## src/rtl/rf_wport_arb_pkg.sv

```systemverilog
// Shared types for the register-file write-port arbiter: write-back request
// record, FSM state encoding and long-unit constants.
package rf_wport_arb_pkg;

    typedef struct packed {
        logic [3:0]  we;
        logic [4:0]  wnum;
        logic [31:0] wdata;
        logic [31:0] pc;
    } wb_req_t;

    typedef enum logic [1:0] {
        ST_IDLE  = 2'd0,
        ST_WAIT  = 2'd1,
        ST_FORCE = 2'd2
    } arb_state_t;

    // Long-unit results always write the full word.
    localparam logic [3:0] LU_WE    = 4'hF;
    localparam logic [3:0] WAIT_SAT = 4'd15;

endpackage

```

## src/rtl/rf_wport_fifo.sv

```systemverilog
// Result buffer for long-latency unit write-backs; DEPTH must be a power of two.
// No bypass: a pushed entry becomes visible at head on the following cycle.
module rf_wport_fifo
    import rf_wport_arb_pkg::*;
#(
    parameter int unsigned DEPTH = 2
) (
    input  logic                     clk,
    input  logic                     rst_n,
    input  logic                     push,
    input  logic                     pop,
    input  wb_req_t                  din,
    output wb_req_t                  head,
    output logic                     full,
    output logic                     empty,
    output logic [$clog2(DEPTH):0]   count
);

    localparam int unsigned AW = $clog2(DEPTH);

    wb_req_t        mem [DEPTH];
    logic [AW-1:0]  rd_ptr;
    logic [AW-1:0]  wr_ptr;
    logic           push_ok;
    logic           pop_ok;

    assign full    = (count == (AW+1)'(DEPTH));
    assign empty   = (count == '0);
    assign push_ok = push && !full;
    assign pop_ok  = pop && !empty;
    assign head    = mem[rd_ptr];

    always_ff @(posedge clk) begin
        if (push_ok) begin
            mem[wr_ptr] <= din;
        end
    end

    always_ff @(posedge clk) begin
        if (!rst_n) begin
            rd_ptr <= '0;
            wr_ptr <= '0;
            count  <= '0;
        end else begin
            if (push_ok) wr_ptr <= wr_ptr + 1'b1;
            if (pop_ok)  rd_ptr <= rd_ptr + 1'b1;
            case ({push_ok, pop_ok})
                2'b10:   count <= count + 1'b1;
                2'b01:   count <= count - 1'b1;
                default: count <= count;
            endcase
        end
    end

endmodule

```

## src/rtl/rf_wport_arb.sv

```systemverilog
// Register-file write-port arbiter: main pipeline has priority, buffered
// long-unit results drain when the port is free; starvation forces a hold.
// Define RF_WPORT_DEBUG_EN to drive the debug_wb_* trace outputs.
module rf_wport_arb
    import rf_wport_arb_pkg::*;
#(
    parameter int unsigned STARVE_MAX = 4,
    parameter int unsigned BUF_DEPTH  = 2
) (
    input  logic        clk,
    input  logic        rst_n,
    input  logic        pipe_valid,
    input  logic [3:0]  pipe_we,
    input  logic [4:0]  pipe_wnum,
    input  logic [31:0] pipe_wdata,
    input  logic [31:0] pipe_pc,
    input  logic        lu_valid,
    input  logic [4:0]  lu_wnum,
    input  logic [31:0] lu_wdata,
    input  logic [31:0] lu_pc,
    output logic        lu_ready,
    output logic        hold_req,
    output logic [3:0]  rf_we,
    output logic [4:0]  rf_wnum,
    output logic [31:0] rf_wdata,
    output logic [31:0] debug_wb_pc,
    output logic [3:0]  debug_wb_rf_wen,
    output logic [4:0]  debug_wb_rf_wnum,
    output logic [31:0] debug_wb_rf_wdata
);

    localparam int unsigned CW = $clog2(BUF_DEPTH) + 1;

    wb_req_t     lu_req;
    wb_req_t     head;
    wb_req_t     grant_req;
    logic        full;
    logic        empty;
    logic [CW-1:0] count;
    logic        pipe_live;
    logic        push;
    logic        pop;
    logic        grant;
    arb_state_t  state;
    logic [3:0]  wait_cnt;
    logic [3:0]  cnt_inc;

    assign lu_req    = '{we: LU_WE, wnum: lu_wnum, wdata: lu_wdata, pc: lu_pc};
    assign pipe_live = pipe_valid && (pipe_we != '0);
    assign lu_ready  = !full;
    assign push      = lu_valid && !full;
    assign pop       = !pipe_live && !empty;
    assign grant     = pipe_live || !empty;
    assign cnt_inc   = (wait_cnt == WAIT_SAT) ? WAIT_SAT : wait_cnt + 4'd1;

    always_comb begin
        grant_req = head;
        if (pipe_live) begin
            grant_req = '{we: pipe_we, wnum: pipe_wnum, wdata: pipe_wdata, pc: pipe_pc};
        end
    end

    rf_wport_fifo #(.DEPTH(BUF_DEPTH)) u_fifo (
        .clk   (clk),
        .rst_n (rst_n),
        .push  (push),
        .pop   (pop),
        .din   (lu_req),
        .head  (head),
        .full  (full),
        .empty (empty),
        .count (count)
    );

    always_ff @(posedge clk) begin
        if (!rst_n || !grant) begin
            rf_we    <= '0;
            rf_wnum  <= '0;
            rf_wdata <= '0;
        end else begin
            rf_we    <= grant_req.we;
            rf_wnum  <= grant_req.wnum;
            rf_wdata <= grant_req.wdata;
        end
    end

    // hold_req is set alongside the FORCE transition so it mirrors the state.
    always_ff @(posedge clk) begin
        if (!rst_n) begin
            state    <= ST_IDLE;
            wait_cnt <= '0;
            hold_req <= 1'b0;
        end else begin
            case (state)
                ST_IDLE: begin
                    if (push) state <= ST_WAIT;
                end
                ST_WAIT, ST_FORCE: begin
                    if (pop) begin
                        wait_cnt <= '0;
                        hold_req <= 1'b0;
                        state    <= (count == CW'(1) && !push) ? ST_IDLE : ST_WAIT;
                    end else if (state == ST_WAIT) begin
                        wait_cnt <= cnt_inc;
                        if (cnt_inc >= 4'(STARVE_MAX)) begin
                            state    <= ST_FORCE;
                            hold_req <= 1'b1;
                        end
                    end
                end
                default: begin
                    state    <= ST_IDLE;
                    wait_cnt <= '0;
                    hold_req <= 1'b0;
                end
            endcase
        end
    end

`ifdef RF_WPORT_DEBUG_EN
    always_ff @(posedge clk) begin
        if (!rst_n) begin
            debug_wb_pc       <= '0;
            debug_wb_rf_wen   <= '0;
            debug_wb_rf_wnum  <= '0;
            debug_wb_rf_wdata <= '0;
        end else begin
            debug_wb_rf_wen   <= grant ? grant_req.we    : '0;
            debug_wb_rf_wnum  <= grant ? grant_req.wnum  : '0;
            debug_wb_rf_wdata <= grant ? grant_req.wdata : '0;
            if (grant) debug_wb_pc <= grant_req.pc;
        end
    end
`else
    logic unused_pc;
    assign unused_pc         = ^grant_req.pc;
    assign debug_wb_pc       = '0;
    assign debug_wb_rf_wen   = '0;
    assign debug_wb_rf_wnum  = '0;
    assign debug_wb_rf_wdata = '0;
`endif

endmodule

```

## config.mk

```make
export PLATFORM = sky130hd
export DESIGN_NAME = rf_wport_arb
export DESIGN_NICKNAME = d
export VERILOG_FILES = /design/src/rtl/rf_wport_arb_pkg.sv /design/src/rtl/rf_wport_fifo.sv /design/src/rtl/rf_wport_arb.sv
export SDC_FILE = /design/constraint.sdc
export NUM_CORES = 1
export LEC_CHECK = 0
export ABC_AREA = 1
export BUFFER_PORTS_ARGS = -buffer_cell sky130_fd_sc_hd__buf_2
export CORE_ASPECT_RATIO = 1.1
export CORE_MARGIN = 2
export CORE_UTILIZATION = 50
export CTS_CLUSTER_DIAMETER = 120
export DETAILED_ROUTE_END_ITERATION = 8
export PLACE_DENSITY = 0.86
export SETUP_SLACK_MARGIN = 0.05
export SYNTH_ARGS = -nofsm -noshare
export SYNTH_HDL_FRONTEND = slang
export SYNTH_SLANG_ARGS = --single-unit
```

## constraint.sdc

```tcl
create_clock -name clk -period 6.9 [get_ports clk]
set_input_delay 0.69 -clock clk [delete_from_list [all_inputs] [get_ports clk]]
set_output_delay 0.69 -clock clk [all_outputs]
set_load 0.03 [all_outputs]
```

==> results of run 1 <==
[final cells by class]
class	count	area (µm²)
Fill cell	833	4060
Sequential cell	127	3280
Multi-Input combinational cell	301	1620
Timing Repair Buffer	124	621
Clock buffer	18	429
Tap cell	143	179
Clock inverter	14	131
Inverter	17	63.8
[final timing paths]
path	slack, ps	start	to
worst min-delay path	460	hold_req	hold_req
worst min register to register	460	hold_req	hold_req
worst max-delay path	3690	pipe_we[3]	rf_wdata[15]
worst max register to register	4640	u_fifo.count[0]	u_fifo.mem[1][56]
[cells in the final DEF (no fill, tap or decap)]
cell type,count
a21oi_1,46
inv_1,15
o21ai_0,7
inv_2,2
nor2_1,21
nor3_1,1
o21bai_1,1
ha_1,8
inv_6,5
nand2_1,92
xor2_1,1
clkinv_1,1
clkinvlp_4,5
dfxtp_2,1
o21ai_4,1
clkbuf_16,17
inv_8,1
conb_1,73
o21a_1,2
mux2_2,37
edfxtp_1,74
nand3_1,2
nand3_2,1
buf_2,124
clkinv_2,1
dfxtp_1,52
nor2_4,2
nand2_4,2
nand2_2,2
bufinv_16,1
nor2_2,2
clkbuf_1,1
[synth_stat cells]
master / n / area (µm²)
buf_4: 81 / 608
o21ai_2: 1 / 8.76
nand3_1: 2 / 10.0
o21a_1: 2 / 15.0
o21ai_0: 7 / 35.0
buf_2: 4 / 20.0
inv_1: 15 / 56.3
nor2_1: 23 / 86.3
a21oi_1: 46 / 230
nor2_2: 2 / 12.5
nand2_1: 92 / 345
edfxtp_1: 74 / 2220
ha_1: 8 / 100
nand2_2: 2 / 12.5
dfxtp_1: 53 / 1060
inv_2: 2 / 7.51
nand3_2: 1 / 10.0
conb_1: 1 / 3.75
o21bai_1: 1 / 7.51
xor2_1: 1 / 8.76
nor3_1: 1 / 5.00
nand2_4: 2 / 22.5
buf_6: 4 / 45.0
mux2_2: 37 / 417
[power by group]
group | internal, mW | leakage [nW] | switching, mW | total, mW
registers | 0.941 | 1.13 | 0.0657 | 1.01
clock network | 0.501 | 0.260 | 0.340 | 0.841
logic | 0.190 | 1.42 | 0.373 | 0.564
[logic make-up after synthesis]
kind of cell / share of synthesized area (%)
mux: 7.79
buf+inv: 13.8
flops: 61.4
compound gates: 5.54
fa+ha+maj: 1.87
xor+xnor: 0.164
simple gates: 9.42
other cells: 0.0701
[worst max-delay path: stages]
cell and delay (ps):
buf_2 110, nor2_1 90, nand2_1 70, nand2_2 670
inv_2 570, o21ai_4 1060, a21oi_1 140
[layer usage]
| metal | up-vias | routed length (µm) | share of wire (%) |
|---|---|---|---|
| met4 | 0 | 161 | 1.5 |
| met3 | 12 | 647 | 6.2 |
| li1 | 1658 | - | - |
| met2 | 117 | 5360 | 52 |
| met1 | 1602 | 4220 | 41 |
| met5 | - | 0 | 0 |
[sequential cells by signal (all words and copies together) (netlist names), named ones only]
signal / count
u_fifo.mem: 74
rf_wdata: 32
rf_wnum: 5
rf_we: 4
wait_cnt: 4
state: 2
u_fifo.count: 2
hold_req: 1
u_fifo.rd_ptr: 1
u_fifo.wr_ptr: 1
==> impl_results.md, run 1 <==
* Die width at 103 µm
* Grt total ovfl at 0
* Post-layout util at roughly three fifths
* Arrival @ worst endpoint at between 3000 and 4000 ps
* Diode count at 0
* Crit path max fanout at 43
* Initial antenna violation count at 0
* Endpoints failing setup at 0
* Dpl cells at 712
* Number of top-level pins at 262
* Clk_lat worst skew at ~400 ps
* Final Total Pwr at 2.41 mW
* Total track usage at between 10% and 20%
* Hold slack at 464 ps
* Worst Tran Pin Value at 1170 ps
* Global route hottest layer: met2
* CTS Hold Bufs at 0
* IO Port Bufs at 124
* MaxCap Viol Count at 0
* Sequential fraction of the synthesis area at 61.4%
* P per Cell Area at 381 nW/µm²
* FF-to-FF path depth at 5
* Post-route design area at 6330 µm²
* CTS tree: yes
* Core area at about 10000 µm²
* Req. time, crit path at 7120 ps
* Post-Synthesis Mean Instance Area at 11.6 µm²
* Clock sinks at between 100 and 150
* Critical Path End Type: flip-flop
* DP Area at between 5000 and 6000 µm²
* Hold Crit Class: reg2reg
* Setup TNS at 0 ps
* Via/cell ratio at 4.56
* Layout cells sized above 1 at about a third
* Max transition margin at between 20% and 30%
* Fmax at 312 MHz
* Area Growth Syn to Fin at 18.3%
* Non-Filler Instances at 744
* Mapped Area at 5350 µm²
* 1st-iter DRT viols at 113
* Die area at approximately 12000 µm²
* Met2 global-route usage at 31.1%
* #FFs+latches synth at between 100 and 150
* Register clock-pin slew on the reported worst setup and hold paths at 60 ps
* Final HPWL DP at 6670 µm
* Fin nets at 742
* Cells after synthesis at approximately 460
* Post-DRT Antenna Nets at 0
* Fin crit share at between 40% and 50%
* Placer congestion estimate at 0.759
* DR vias at 3389
* H-tree levels at 4
* Crit start category: primary input
* TritonRoute pass-1 iters at 6
* Pre-CTS setup slack at about 3200 ps
* Vias in the first global route at 3424
* Remaining DRCs at 0
* Final worst setup slack at between 3000 and 4000 ps
* # Post-CTS Setup Buffers at 0
* Clock Skew at 7.22 ps
* Crit path kind: in2reg
* Tmin final at 3210 ps
* Starting density of the core at between 50% and 60%
* Worst vdd ir at 278 µV
* Clock Path Buffers at 2
* Final Max Slew Viols at 0
* WL/cell at ~14 µm
* Synthesis Warnings at 0
* Hold Fails Final Rpt at 0
* WL final at just over 10000 µm
* Cell row count at 39
* Pleak at 2.80 nW
* Post-CTS resize count at 0
* Hold Path Cell Cnt at 1
* Num CTS Buffers at 17
* Largest net degree at the start of global routing at 44
* RSZ-0062 raised after global routing: false
* Die Span Y at 112 µm
* Status: finished clean
* Synth unique cells at 24
* First-pass GRT wire length at approximately 16000 µm
* Met3 Track Usage GR at 5.60%
* CTS Root Cell: clkbuf_16
* Met1 GRT Util at 21.7%
Power figures use the tool's default switching activity.
==> inputs of run 2 (changes only) <==
Settings changed: CORE_UTILIZATION 50 to 42, PLACE_DENSITY 0.86 to 0.77.
Clock period 6.9 ns to 2.6 ns, I/O delays scaled along.
==> run 2 against run 1 <==
Non-clock buffer count grew 8. Worst setup slack got worse by 3000 ps. Clock skew barely moved. Flip-flop and latch count is the same. Total power rose to 2.6 times the previous value. Combinational power grew to 2.7 times the previous value. Routed wire length up 1.5%. Worst hold slack got worse by 430 ps. Cell area increased by 1.1%. Via count grew 1.8%.
==> impl_results.md, run 2 (synthesis gave the netlist of run 1 again) <==
* Status: finished clean
* Worst vdd ir at 446 µV
* Crit start category: flip-flop
* Reg2Reg Setup Slack at 670 ps
* 1st-iter DRT viols at 147
* Placer congestion estimate at 0.777
* Sw Ratio at 33.2%
* Pleak at 2.85 nW
* WL final at 10600 µm
* Number of top-level pins at 262
* Clock power frac at about 34%
* Final Max Slew Viols at 0
* Fin crit share at 74.3%
* Clk_lat worst skew at 410 ps
* First-pass GRT wire length at 16200 µm
* Clock sinks at 127
* Multi-input gate area in the final layout at 1620 µm²
* Total track usage at between 15 and 20%
* Top Registers: u_fifo.mem x74, rf_wdata x32, rf_wnum x5
* Crit path max fanout at 37
* Diode count at 0
* Post-DRT Antenna Nets at 0
* Cell row count at 43
* Setup TNS at 0 ps
* CTS Root Cell: clkbuf_16
* Hold Crit Class: in2reg
* Req. time, crit path at between 2000 and 3000 ps
* Net Sw Power at 2.12 mW
* Vias in the first global route at approximately 3400
* IO Port Bufs at ~120
* Remaining DRCs at 0
* Layout cells sized above 1 at 35.1%
* Sequential cell area at 3280 µm²
* TritonRoute pass-1 iters at 4
* Final HPWL DP at 6970 µm
* Grt total ovfl at 0
* Most flop-heavy register: u_fifo.mem
* Clock Path Buffers at 2
* Die area at 13700 µm²
* P per Cell Area at around 1000 nW/µm²
* # fillers at 1136
* Most frequent cells in the layout: buf_2 (124), nand2_1 (92), edfxtp_1 (74)
* Most common cell after layout, fill and taps aside: buf_2
* Initial antenna violation count at 0
* Endpoints failing setup at 0
* Post-layout util at 51.1%
* Largest net degree at the start of global routing at 38
* Die width at 112 µm
* # Post-CTS Setup Buffers at 0
* DR vias at 3451
* Max transition margin at 56.6%
* Via/cell ratio at about 4.5
* Die Span Y at 122 µm
* WL/cell at 13.8 µm
* Gate power share at 24.2%
* Worst Tran Pin Value at between 600 and 700 ps
* Fin nets at 750
* Sequential share of power at 41.4%
* Critical Path End Type: flip-flop
* Post-CTS resize count at 0
* Num CTS Buffers at 17
* Clock Skew at 6.75 ps
* Hold Fails Final Rpt at 0
* Arrival @ worst endpoint at 1980 ps
* Core area at 12500 µm²
* RSZ-0062 raised after global routing: false
* MaxCap Viol Count at 0
* CTS tree: yes
* H-tree levels at 4
* Crit path kind: reg2reg
* Fmax at between 500 and 600 MHz
* CTS Hold Bufs at 0
* Starting density of the core at 42.7%
* Tmin final at ~1900 ps
* Internal power at 4.27 mW
* Max reg flops at 74
* Area Growth Syn to Fin at 19.6%
* Register clock-pin slew on the reported worst setup and hold paths at 60 ps
run 2: changes by cell type in the layout (fill, tap and decap cells not counted), sizes merged:
cell and delta:
buf +8, clkinv +4, clkinvlp -3, bufinv -1
clkbuf -1, inv +1
run 2: power by group through the flow:
stage          Combinational [mW]  Clock (mW)  Sequential (mW)
6_report                     1.55        2.20             2.64
5_1_grt                      1.69        2.34             2.68
4_1_cts                      1.56        2.25             2.65
3_5_place_dp                 1.55           0             2.69
3_3_place_gp                 1.51           0             2.67
2_1_floorplan                1.06           0             2.86
run 2: final timing paths:
kind,cells past startpoint,startpoint,end
setup / recovery,6,u_fifo.count[0],u_fifo.mem[1][43]
hold / removal,1,lu_wdata[13],u_fifo.mem[1][45]
hold reg to reg,1,u_fifo.rd_ptr,flip-flop
setup reg to reg,6,u_fifo.count[0],u_fifo.mem[1][43]
run 2: cell type report:
cell class / count / area share, %
clock buffer: 17 / 6.65
clock inverter: 15 / 1.97
inverter: 17 / 0.997
multi-input combinational: 301 / 25.4
sequential: 127 / 51.3
tap: 157 / 3.07
timing repair buffer: 132 / 10.6
run 2: worst max-delay path, cell delays in order, from the launching register on:
cell and delay, ps:
dfxtp_1 340, inv_1 90, ha_1 210, inv_1 90
nand2_1 210, nor2_4 150, buf_4 470
run 2: layer usage:
| metal | up-vias | part of all wire, % | GRT usage (%) |
|---|---|---|---|
| li1 | 1674 | - | - |
| met1 | 1637 | 40 | 16.6 |
| met2 | 117 | 52 | 27.6 |
| met3 | 23 | 5.1 | 4.99 |
| met4 | 0 | 2.7 | 8.87 |
| met5 | - | 0 | 0 |
run 2: metrics by stage:
step	cells	worst slack, ps	power [mW]	area, µm²	hold slack [ps]
after floorplan	534	186	3.92	5630	359
after global placement	734	745	4.17	5850	426
after detailed placement	734	679	4.24	5850	439
after CTS	766	656	6.45	6400	9.68
after global routing	766	579	6.70	6400	9.42
final	766	669	6.39	6400	32.7
==> inputs of run 3 (changes only) <==
Settings changed: CORE_UTILIZATION 42 to 46, PLACE_DENSITY 0.77 to 0.8.
Clock period 2.6 ns to 2 ns, I/O delays scaled along.
==> run 3 against run 2 <==
Die area down 8.4%. Highest routed layer unchanged. Worst setup slack worse by 370 ps. Routed wire length rose by 4.5%.
==> impl_results.md, run 3 (synthesis gave the netlist of run 1 again) <==
* Post-DRT Antenna Nets at 0
* Fin crit share at 85.1%
* Max reg flops at 74
* Sw Ratio at roughly 30%
* Net Sw Power at 2.69 mW
* Clock power frac at 37.5%
* Pleak at 3.09 nW
* Final Total Pwr at slightly below 9 mW
* Remaining DRCs at 0
* Grt total ovfl at 0
* Final HPWL DP at between 7000 and 8000 µm
* Post-CTS resize count at 0
* Global route hottest layer: met2
* Max incr delay on CP at 340 ps
* Worst vdd ir at about 730 µV
* WL/cell at 13.8 µm
* Die Span Y at 117 µm
* Hold Path Cell Cnt at 3
* Sequential cell area at 3280 µm²
* Final worst setup slack at 298 ps
* Pre-CTS setup slack at approximately 290 ps
* Setup TNS at 0 ps
* Critical Path End Type: flip-flop
* Placer congestion estimate at between 0.7 and 0.8
* Diode count at 0
* Worst Hold End: rf_we[2]
* Reg2reg start: u_fifo.count[0]
* Post-layout util at between 60% and 70%
* Most common cell after layout, fill and taps aside: buf_2
* CTS Root Cell: clkbuf_16
* Clk_lat worst skew at 410 ps
* Most frequent cells in the layout: buf_2 (124), nand2_1 (91), edfxtp_1 (74)
* Top Registers: u_fifo.mem x74, rf_wdata x32, rf_wnum x5
* Hold Crit Class: in2reg
* Die area at between 10000 and 15000 µm²
* Via/cell ratio at 4.53
* Clock Skew at 10.9 ps
* CTS Hold Bufs at 37
* Die width at 107 µm
* FF-to-FF path depth at 6
* Sequential share of power at 37.7%
* Fmax at between 500 and 600 MHz
* Non-Filler Instances at 800
* Reg-to-reg endpoint: u_fifo.mem[1][46]
* Tmin final at 1700 ps
* DP Area at 5920 µm²
* DR vias at about 3600
* Number of top-level pins at 262
* Gate power share at between 20% and 30%
* Arrival @ worst endpoint at between 1500 and 2000 ps
* WP buf/inv at 3
* Status: finished clean
* Endpoints failing setup at 0
* # fillers at approximately 900
* Area Growth Syn to Fin at 30.0%
* Kind of cell adding the most delay to the critical path: simple AND/OR/NAND/NOR gates
* Starting density of the core at 47.0%
* Met1 GRT Util at 20.3%
* CP Cell Sequence: inv_1 -> ha_1 -> inv_2 -> nand2_2 -> nor2_4 -> buf_12
* Cell row count at between 40 and 50
* RSZ-0062 raised after global routing: false
* Fin nets at 791
* Req. time, crit path at around 2100 ps
* Multi-input gate area in the final layout at 1630 µm²
* Met3 Track Usage GR at about 5.8%
* TritonRoute pass-1 iters at 4
* # Post-CTS Setup Buffers at 0
* Reg2Reg Setup Slack at 300 ps
* Dpl cells at 731
* Num CTS Buffers at 17
* Core area at 11400 µm²
* First-pass GRT wire length at 17000 µm
* Hold Fails Final Rpt at 0
* Crit path kind: reg2reg
* WL final at 11000 µm
* Met2 global-route usage at 32.9%
* Most flop-heavy register: u_fifo.mem
* IO Port Bufs at 124
* Clock sinks at roughly 130
* Crit start category: flip-flop
* Total track usage at 18.2%
* Register clock-pin slew on the reported worst setup and hold paths at 50 ps
* MaxCap Viol Count at 0
* Hold slack at 39.8 ps
* Crit path max fanout at 19
* Vias in the first global route at 3581
* Slowest cell on crit path: dfxtp_1
* Post-route design area at slightly below 7000 µm²
* Layout cells sized above 1 at 33.5%
* 1st-iter DRT viols at 146
* Internal power at 6.26 mW
* Initial antenna violation count at 0
* Min-delay src: pipe_we[2]
* Clock Path Buffers at 2
* Largest net degree at the start of global routing at 29
* P per Cell Area at 1290 nW/µm²
* H-tree levels at 4
* CTS tree: yes
* Final Max Slew Viols at 0
run 3: cell count changes in the layout (fill, tap and decap cells not counted), sizes merged:
cell / before / now
buf: 132 / 136
bufinv: 0 / 3
clkbuf: 17 / 23
clkinv: 6 / 2
clkinvlp: 2 / 1
dlygate4sd3: 0 / 37
inv: 24 / 20
run 3: area by class of cell:
type | instances | area share (%)
clock buffer | 23 | 7.50
clock inverter | 9 | 2.03
inverter | 17 | 0.917
multi-input combinational | 301 | 23.4
sequential | 127 | 47.2
tap | 150 | 2.70
timing repair buffer | 173 | 16.3
run 3: power by group through the flow:
stage	Sequential (mW)	Clock [mW]	Combinational (mW)
2_1_floorplan	3.71	0	1.39
3_3_place_gp	3.40	0	2.09
3_5_place_dp	3.42	0	2.15
4_1_cts	3.38	3.41	2.23
5_1_grt	3.42	3.55	2.41
6_report	3.38	3.36	2.21
run 3: layer usage:
metal  up-vias  part of all wire, %  routed length, µm
met3        12                  4.9                546
met2       130                   53               5820
met1      1725                   41               4530
li1       1757                    -                  -
met4         0                  1.2                131
met5         -                    0                  0
run 3: worst max path at each step:
stage	endpoint	startpoint	slack (ps)	cells after the start
6_report	u_fifo.mem[1][46]	u_fifo.count[0]	300	6
5_1_grt	u_fifo.mem[1][46]	u_fifo.count[0]	160	6
4_1_cts	u_fifo.mem[1][67]	u_fifo.count[0]	270	6
3_5_place_dp	u_fifo.mem[1][50]	u_fifo.count[0]	290	6
3_3_place_gp	u_fifo.mem[1][50]	u_fifo.count[0]	350	6
2_1_floorplan	u_fifo.mem[1][32]	u_fifo.count[0]	120	5
run 3: tightest hold or removal path, delay by kind of cell:
kind,cells,cell delay [ps]
buf+inv,1,90
simple gates,2,120
